### config.mk
export PLATFORM = sky130hd
export DESIGN_NAME = multicycle_ctrl
export DESIGN_NICKNAME = d
export VERILOG_FILES = /design/src/rtl/mips_ctrl_pkg.sv /design/src/rtl/multicycle_ctrl_tmo.sv /design/src/rtl/multicycle_ctrl.sv
export SDC_FILE = /design/constraint.sdc
export NUM_CORES = 1
export LEC_CHECK = 0
export BUFFER_PORTS_ARGS = -buffer_cell sky130_fd_sc_hd__buf_2
export CAP_MARGIN = 20
export CORE_UTILIZATION = 40
export DETAILED_ROUTE_END_ITERATION = 10
export SLEW_MARGIN = 0
export SYNTH_ARGS = -nofsm -noshare
export SYNTH_HDL_FRONTEND = slang
export SYNTH_SLANG_ARGS = --single-unit
export TNS_END_PERCENT = 1
### constraint.sdc
create_clock -name clk -period 2.8 [get_ports clk]
set_input_delay 0.14 -clock clk [delete_from_list [all_inputs] [get_ports clk]]
set_output_delay 0.14 -clock clk [all_outputs]
set_load 0.005 [all_outputs]
### src/rtl/mips_ctrl_pkg.sv
// Shared encodings for the multi-cycle MIPS-subset control sequencer.
// Latency: n/a (constants, types and a decode helper only).
// Backpressure: n/a.
package mips_ctrl_pkg;

  // Instruction opcodes (IR[31:26])
  localparam logic [5:0] OP_RTYPE = 6'h00;
  localparam logic [5:0] OP_J     = 6'h02;
  localparam logic [5:0] OP_JAL   = 6'h03;
  localparam logic [5:0] OP_BEQ   = 6'h04;
  localparam logic [5:0] OP_BNE   = 6'h05;
  localparam logic [5:0] OP_ADDI  = 6'h08;
  localparam logic [5:0] OP_XORI  = 6'h0E;
  localparam logic [5:0] OP_LW    = 6'h23;
  localparam logic [5:0] OP_SW    = 6'h2B;

  // R-type function codes (IR[5:0])
  localparam logic [5:0] FN_JR  = 6'h08;
  localparam logic [5:0] FN_ADD = 6'h20;
  localparam logic [5:0] FN_SUB = 6'h22;
  localparam logic [5:0] FN_SLT = 6'h2A;

  typedef enum logic [2:0] {
    ALU_ADD = 3'd0,
    ALU_SUB = 3'd1,
    ALU_XOR = 3'd2,
    ALU_SLT = 3'd3
  } alu_op_e;

  typedef enum logic [1:0] {
    PC_PLUS4  = 2'd0,
    PC_BRANCH = 2'd1,
    PC_JUMP   = 2'd2,
    PC_REG    = 2'd3
  } pc_src_e;

  // Code 4'hF is unused and recovers to IDLE
  typedef enum logic [3:0] {
    ST_IDLE     = 4'd0,
    ST_FETCH    = 4'd1,
    ST_DECODE   = 4'd2,
    ST_EXEC_R   = 4'd3,
    ST_WB_R     = 4'd4,
    ST_EXEC_I   = 4'd5,
    ST_WB_I     = 4'd6,
    ST_MEM_ADDR = 4'd7,
    ST_MEM_RD   = 4'd8,
    ST_MEM_WR   = 4'd9,
    ST_WB_MEM   = 4'd10,
    ST_BRANCH   = 4'd11,
    ST_JUMP     = 4'd12,
    ST_JUMPREG  = 4'd13,
    ST_ERR      = 4'd14
  } state_e;

  // ALU operation for the arithmetic R-type functs; callers filter legality
  function automatic alu_op_e r_alu_op(input logic [5:0] fn);
    alu_op_e op;
    op = ALU_ADD;
    if (fn == FN_SUB) op = ALU_SUB;
    if (fn == FN_SLT) op = ALU_SLT;
    return op;
  endfunction

endpackage

### src/rtl/multicycle_ctrl_tmo.sv
// Memory-wait timeout counter: counts consecutive un-acked request cycles.
// Latency: hit is combinational in the cycle the count would reach LIMIT.
// Backpressure: none; clr has priority over en, LIMIT=0 never hits.
module mem_timeout_ctr #(
  parameter int LIMIT = 16
) (
  input  logic clk,
  input  logic reset,
  input  logic clr,
  input  logic en,
  output logic hit
);

  localparam int CW = (LIMIT < 2) ? 1 : $clog2(LIMIT);
  localparam logic [CW-1:0] LAST = (LIMIT > 0) ? CW'(LIMIT - 1) : '0;

  logic [CW-1:0] cnt_q, cnt_d;

  // Next count: clear on state entry, step on each un-acked wait cycle
  always_comb begin
    cnt_d = cnt_q;
    if (clr) begin
      cnt_d = '0;
    end else if (en) begin
      cnt_d = cnt_q + CW'(1);
    end
  end

  // Count register
  always_ff @(posedge clk) begin
    if (reset) begin
      cnt_q <= '0;
    end else begin
      cnt_q <= cnt_d;
    end
  end

  assign hit = (LIMIT > 0) && en && (cnt_q == LAST);

endmodule

### src/rtl/multicycle_ctrl.sv
// Multi-cycle control sequencer for the MIPS-subset datapath (Moore outputs per state).
// Latency: R/I 4, LW 5, SW 4, branch/jump 3 cycles incl. FETCH when mem_ack returns with mem_req.
// Backpressure: FETCH/MEM_RD/MEM_WR hold until mem_ack; TIMEOUT_CYCLES without ack -> ERR.
// Build option ILLEGAL_TRAP_EN: unsupported instructions trap to ERR instead of acting as NOPs.
module multicycle_ctrl
  import mips_ctrl_pkg::*;
#(
  parameter int TIMEOUT_CYCLES = 16
) (
  input  logic       clk,
  input  logic       reset,
  input  logic [5:0] opcode,
  input  logic [5:0] funct,
  input  logic       zero,
  input  logic       mem_ack,
  output logic       mem_req,
  output logic       mem_we,
  output logic       mem_addr_sel,
  output logic       ir_we,
  output logic       pc_we,
  output logic [1:0] pc_src,
  output logic       wr_en_reg,
  output logic       write_to_rt,
  output logic       write_reg_31,
  output logic       write_pc8_to_reg,
  output logic       write_from_memory_to_reg,
  output logic       use_signextimm,
  output logic [2:0] ALU_Signal,
  output logic       err
);

`ifdef ILLEGAL_TRAP_EN
  localparam state_e ST_ILLEGAL = ST_ERR;
`else
  localparam state_e ST_ILLEGAL = ST_FETCH;
`endif

  state_e  state_q, state_d;
  logic    tmo_hit, tmo_clr, tmo_en, mem_wait;
  logic    r_arith;
  logic    mem_req_c, mem_we_c, addr_sel_c, ir_we_c, pc_we_c;
  logic    wr_en_c, wrt_c, wr31_c, wpc8_c, wfm_c, sext_c, err_c;
  pc_src_e pc_src_c;
  alu_op_e alu_c;

  assign r_arith  = (funct == FN_ADD) || (funct == FN_SUB) || (funct == FN_SLT);
  assign mem_wait = (state_q == ST_FETCH) || (state_q == ST_MEM_RD) || (state_q == ST_MEM_WR);
  assign tmo_en   = mem_wait && !mem_ack;
  assign tmo_clr  = (state_d != state_q);

  mem_timeout_ctr #(.LIMIT(TIMEOUT_CYCLES)) u_tmo (
    .clk   (clk),
    .reset (reset),
    .clr   (tmo_clr),
    .en    (tmo_en),
    .hit   (tmo_hit)
  );

  // State register
  always_ff @(posedge clk) begin
    if (reset) begin
      state_q <= ST_IDLE;
    end else begin
      state_q <= state_d;
    end
  end

  // Next-state and per-state control decode
  always_comb begin
    state_d    = state_q;
    mem_req_c  = 1'b0;
    mem_we_c   = 1'b0;
    addr_sel_c = 1'b0;
    ir_we_c    = 1'b0;
    pc_we_c    = 1'b0;
    pc_src_c   = PC_PLUS4;
    wr_en_c    = 1'b0;
    wrt_c      = 1'b0;
    wr31_c     = 1'b0;
    wpc8_c     = 1'b0;
    wfm_c      = 1'b0;
    sext_c     = 1'b0;
    alu_c      = ALU_ADD;
    err_c      = 1'b0;
    case (state_q)
      ST_IDLE: state_d = ST_FETCH;
      ST_FETCH: begin
        mem_req_c = 1'b1;
        if (mem_ack) begin
          ir_we_c = 1'b1;
          pc_we_c = 1'b1;
          state_d = ST_DECODE;
        end else if (tmo_hit) begin
          state_d = ST_ERR;
        end
      end
      ST_DECODE: begin
        case (opcode)
          OP_RTYPE: begin
            if (r_arith)               state_d = ST_EXEC_R;
            else if (funct == FN_JR)   state_d = ST_JUMPREG;
            else                       state_d = ST_ILLEGAL;
          end
          OP_ADDI, OP_XORI: state_d = ST_EXEC_I;
          OP_LW, OP_SW:     state_d = ST_MEM_ADDR;
          OP_BEQ, OP_BNE:   state_d = ST_BRANCH;
          OP_J, OP_JAL:     state_d = ST_JUMP;
          default:          state_d = ST_ILLEGAL;
        endcase
      end
      ST_EXEC_R: begin
        alu_c   = r_alu_op(funct);
        state_d = ST_WB_R;
      end
      ST_WB_R: begin
        alu_c   = r_alu_op(funct);
        wr_en_c = 1'b1;
        state_d = ST_FETCH;
      end
      ST_EXEC_I: begin
        sext_c  = 1'b1;
        alu_c   = (opcode == OP_XORI) ? ALU_XOR : ALU_ADD;
        state_d = ST_WB_I;
      end
      ST_WB_I: begin
        sext_c  = 1'b1;
        alu_c   = (opcode == OP_XORI) ? ALU_XOR : ALU_ADD;
        wr_en_c = 1'b1;
        wrt_c   = 1'b1;
        state_d = ST_FETCH;
      end
      ST_MEM_ADDR: begin
        sext_c  = 1'b1;
        state_d = (opcode == OP_SW) ? ST_MEM_WR : ST_MEM_RD;
      end
      ST_MEM_RD, ST_MEM_WR: begin
        mem_req_c  = 1'b1;
        mem_we_c   = (state_q == ST_MEM_WR);
        addr_sel_c = 1'b1;
        sext_c     = 1'b1;
        if (mem_ack)      state_d = (state_q == ST_MEM_RD) ? ST_WB_MEM : ST_FETCH;
        else if (tmo_hit) state_d = ST_ERR;
      end
      ST_WB_MEM: begin
        wr_en_c = 1'b1;
        wrt_c   = 1'b1;
        wfm_c   = 1'b1;
        state_d = ST_FETCH;
      end
      ST_BRANCH: begin
        alu_c    = ALU_SUB;
        pc_src_c = PC_BRANCH;
        pc_we_c  = (opcode == OP_BEQ) ? zero : !zero;
        state_d  = ST_FETCH;
      end
      ST_JUMP: begin
        pc_src_c = PC_JUMP;
        pc_we_c  = 1'b1;
        if (opcode == OP_JAL) begin
          wr_en_c = 1'b1;
          wr31_c  = 1'b1;
          wpc8_c  = 1'b1;
        end
        state_d = ST_FETCH;
      end
      ST_JUMPREG: begin
        pc_src_c = PC_REG;
        pc_we_c  = 1'b1;
        state_d  = ST_FETCH;
      end
      ST_ERR: err_c = 1'b1;
      default: state_d = ST_IDLE;
    endcase
  end

  // Reset aborts in the same cycle: no request, write or register update leaks out
  assign mem_req                  = mem_req_c  && !reset;
  assign mem_we                   = mem_we_c   && !reset;
  assign mem_addr_sel             = addr_sel_c && !reset;
  assign ir_we                    = ir_we_c    && !reset;
  assign pc_we                    = pc_we_c    && !reset;
  assign pc_src                   = reset ? 2'd0 : pc_src_c;
  assign wr_en_reg                = wr_en_c    && !reset;
  assign write_to_rt              = wrt_c      && !reset;
  assign write_reg_31             = wr31_c     && !reset;
  assign write_pc8_to_reg         = wpc8_c     && !reset;
  assign write_from_memory_to_reg = wfm_c      && !reset;
  assign use_signextimm           = sext_c     && !reset;
  assign ALU_Signal               = reset ? 3'd0 : alu_c;
  assign err                      = err_c;

endmodule

==> flow_summary_export.csv <==
group,metric,value,unit
drt,vias,1261,
sta,slew_viol_final,0,
logic_synthesis,synth_top_area_share,0.1501,
sta,finalHoldViolCount,0,
drt,drtIter0Drc,57,
logic_synthesis,synthTopCellsByArea,"dfxtp_1, nor2_1, nand2_1",
finish,final_common_cell,"buf_2",
finish,final_cell_mix,"buf_2, nor2_1, nand2_1",
logic_synthesis,synth_area_per_cell,6.755,µm²
logic_synthesis,synth_xor_xnor_area_share,0.04924,
finish,utilization,0.4900,
worst_setup_path,crit_chain,"nor4b_4 -> nand2_1 -> or4b_4 -> and4bb_1 -> o2bb2ai_2 -> nor4_1",
finish,finalNetCount,199,
power_and_ir_drop,p_sw_frac,0.3572,
sta,setup_tns,0,ns
grt,antenna_found_initial,0,
worst_setup_path,critPathMaxFanout,14,
logic_synthesis,synth_edf_count,0,
floorplanning,die_h,53.66,µm
logic_synthesis,synth_nets,175,
clock_tree,root_buffer,"clkbuf_4",
placement,io_buffers,31,
sta,finalClockSkew,0.005981,ns
finish,ff_latch_area,160.2,µm²
placement,place_area,1202,µm²
drt,drt-pass1-iter-count,4,
grt,grt_max_degree,21,
power_and_ir_drop,clockPowerShare,0.265,
logic_synthesis,synth_area,1067,µm²
power_and_ir_drop,power_switching,0.1172,mW
clock_tree,cts_tree,"built",
worst_setup_path,worst_ep_arrival_time,2.31,ns
logic_synthesis,synth_ff_type,"dfxtp_1",
clock_tree,cts_hold_buf,0,
drt,final_antenna_net_count,0,
power_and_ir_drop,p_per_area,267.8,nW/µm²
clock_tree,clock_sinks,8,
power_and_ir_drop,power.internal,0.2108,mW
logic_synthesis,synthAdderAreaFrac,0.01172,
finish,stdcell_area,1225,µm²
grt,grt_pass1_wl,4.643,mm
logic_synthesis,async_flop_share,0,
clock_tree,cts_resized,0,
floorplanning,pin_count,33,
drt,drc,0,
worst_setup_path,cp-start-kind,"flop",
drt,viasPerCell,6.005,
finish,drive_gt1_frac,0.2500,
grt,gr-total-overflow,0,
clock_tree,clockBufferDepth,2,
floorplanning,dieArea,2879,µm²
floorplanning,die_x,53.66,µm
floorplanning,start_util,0.4269,
placement,dp_hpwl,2.237,mm
power_and_ir_drop,power.share.sequential,0.405,
logic_synthesis,yosysSeqAreaShare,0.1501,
clock_tree,htreeDepth,1,
logic_synthesis,synth-warning-count,0,
sta,fmax,456.3,MHz
clock_tree,clkLatencyLatePin,0.25,ns
logic_synthesis,muxShareOfSynthArea,0.009379,
finish,fill_cells,271,
finish,antenna_cells,0,
finish,syn_to_final_growth,14.77,%
logic_synthesis,synth_top_area_cell,"dfxtp_1",
sta,slew-limit-headroom,0.5484,
sta,tightest_slew,0.6765,ns
worst_setup_path,crit_path_top_delay_cell,"dfxtp_1",
logic_synthesis,synth_top_family_by_area,"simple AND/OR/NAND/NOR gates",
sta,rsz0062_at_grt,"false",
power_and_ir_drop,peakVddDrop,0.2640,mV
worst_setup_path,critPathKind,"reg -> reg",
clock_tree,cts_inserted_buffers,3,
placement,place.gp.congestion,0.8918,
worst_setup_path,cp.required,2.91,ns
logic_synthesis,synth_seq_cells,8,
logic_synthesis,synthSimpleGateAreaFrac,0.4560,
sta,setup_slack,0.6087,ns
logic_synthesis,synth-compound-area-share,0.2415,
sta,worst_hold_slack,0.2295,ns
placement,preCtsSetupSlack,0.6470,ns
grt,grt_pass1_vias,1043,
drt,wirelength,2.918,mm
logic_synthesis,ys_types,45,
logic_synthesis,postSynthCellCount,158,
sta,setup_viol,0,
status,run_status,"complete, no violations",
floorplanning,design.core.area,2500,µm²
clock_tree,cts_setup_buffers,0,
job,max-cap-violations,0,
drt,post_drt_wl_per_cell,13.90,µm
sta,period_needed,2.191,ns
worst_setup_path,slowest_delay,0.60,ns
grt,grt_use_total,0.2196,
hold_path,hold_path.class,"in -> reg",
power_and_ir_drop,power_leakage,0.5027,nW
power_and_ir_drop,pwr-share-comb,0.330,
sta,fin_crit_sh,0.7826,
clock_tree,clk_pin_slew_worst_paths,0.05,ns
floorplanning,row_count,18,
worst_setup_path,cp-end-kind,"flop",
finish,multi_input_area,823.3,µm²
state kept, by name (all words and copies together), names as in the netlist:
signal and cells:
state_q 4, u_tmo.cnt_q 4
synth_stat cells (4+ instances only):
library cell / number
nand2_1: 15
nor4_1: 7
a21oi_1: 9
a31oi_1: 4
nand3_1: 4
dfxtp_1: 8
o21ai_0: 8
nor3_1: 5
xor2_1: 4
nor2_1: 20
buf_2: 4
nand4_1: 5
or2_2: 4
clkbuf_1: 5
nand2b_1: 7
critical path, delay by kind of cell, from the launching register on:
kind,cells,cell delay [ns]
flip-flops,1,0.60
AND/OR/NAND/NOR,5,1.25
AO/OA/AOI/OAI,1,0.20
layer usage:
metal  global-route usage  routed length (µm)  vias to the layer above
met4              0.01316                   0                        0
met1               0.2876                1337                      577
met5                    0                   0                        -
met3              0.04237                 169                        0
met2               0.3854                1411                       60
li1                     -                   -                      624
through the flow:
| stage | std cells | power, mW |
|---|---|---|
| after global placement | 207 | 0.2411 |
| after global routing | 210 | 0.3522 |
| after detailed placement | 207 | 0.2409 |
| after floorplan | 158 | 0.2105 |
| after CTS | 210 | 0.3280 |
| final | 210 | 0.3280 |
power groups by stage:
stage               Clock (mW)  Sequential (mW)  Combinational, mW
finish                  0.0869            0.133              0.108
detailed placement           0            0.135              0.106
global route            0.0983            0.135              0.119
CTS                     0.0889            0.132              0.107
floorplan                    0            0.122             0.0889
global placement             0            0.134              0.107
worst paths after layout:
check                                   start  cells after the start                           to  slack (ns)
hold reg to reg   u_tmo.cnt_q[1]$_SDFFE_PP0P_                      2  u_tmo.cnt_q[1]$_SDFFE_PP0P_        0.56
setup / recovery        state_q[1]$_SDFF_PP0_                      6  u_tmo.cnt_q[1]$_SDFFE_PP0P_        0.61
setup reg to reg        state_q[1]$_SDFF_PP0_                      6  u_tmo.cnt_q[1]$_SDFFE_PP0P_        0.61
hold / removal                          reset                      2        state_q[1]$_SDFF_PP0_        0.23
layout make-up:
class / count / share of cell area
well taps: 30 / 0.03064
inverters: 3 / 0.009193
repair buffers: 33 / 0.1389
clock buffers: 3 / 0.01839
flip-flops and latches: 8 / 0.1307
multi-input cells: 133 / 0.6721
kinds of logic after synthesis:
kind of cell	Yosys count
simple gates	85
xor+xnor	6
buf+inv	17
fa+ha+maj	1
flops	8
other cells	1
mux	1
compound gates	39
No activity file was read; power rests on OpenSTA's default activity.
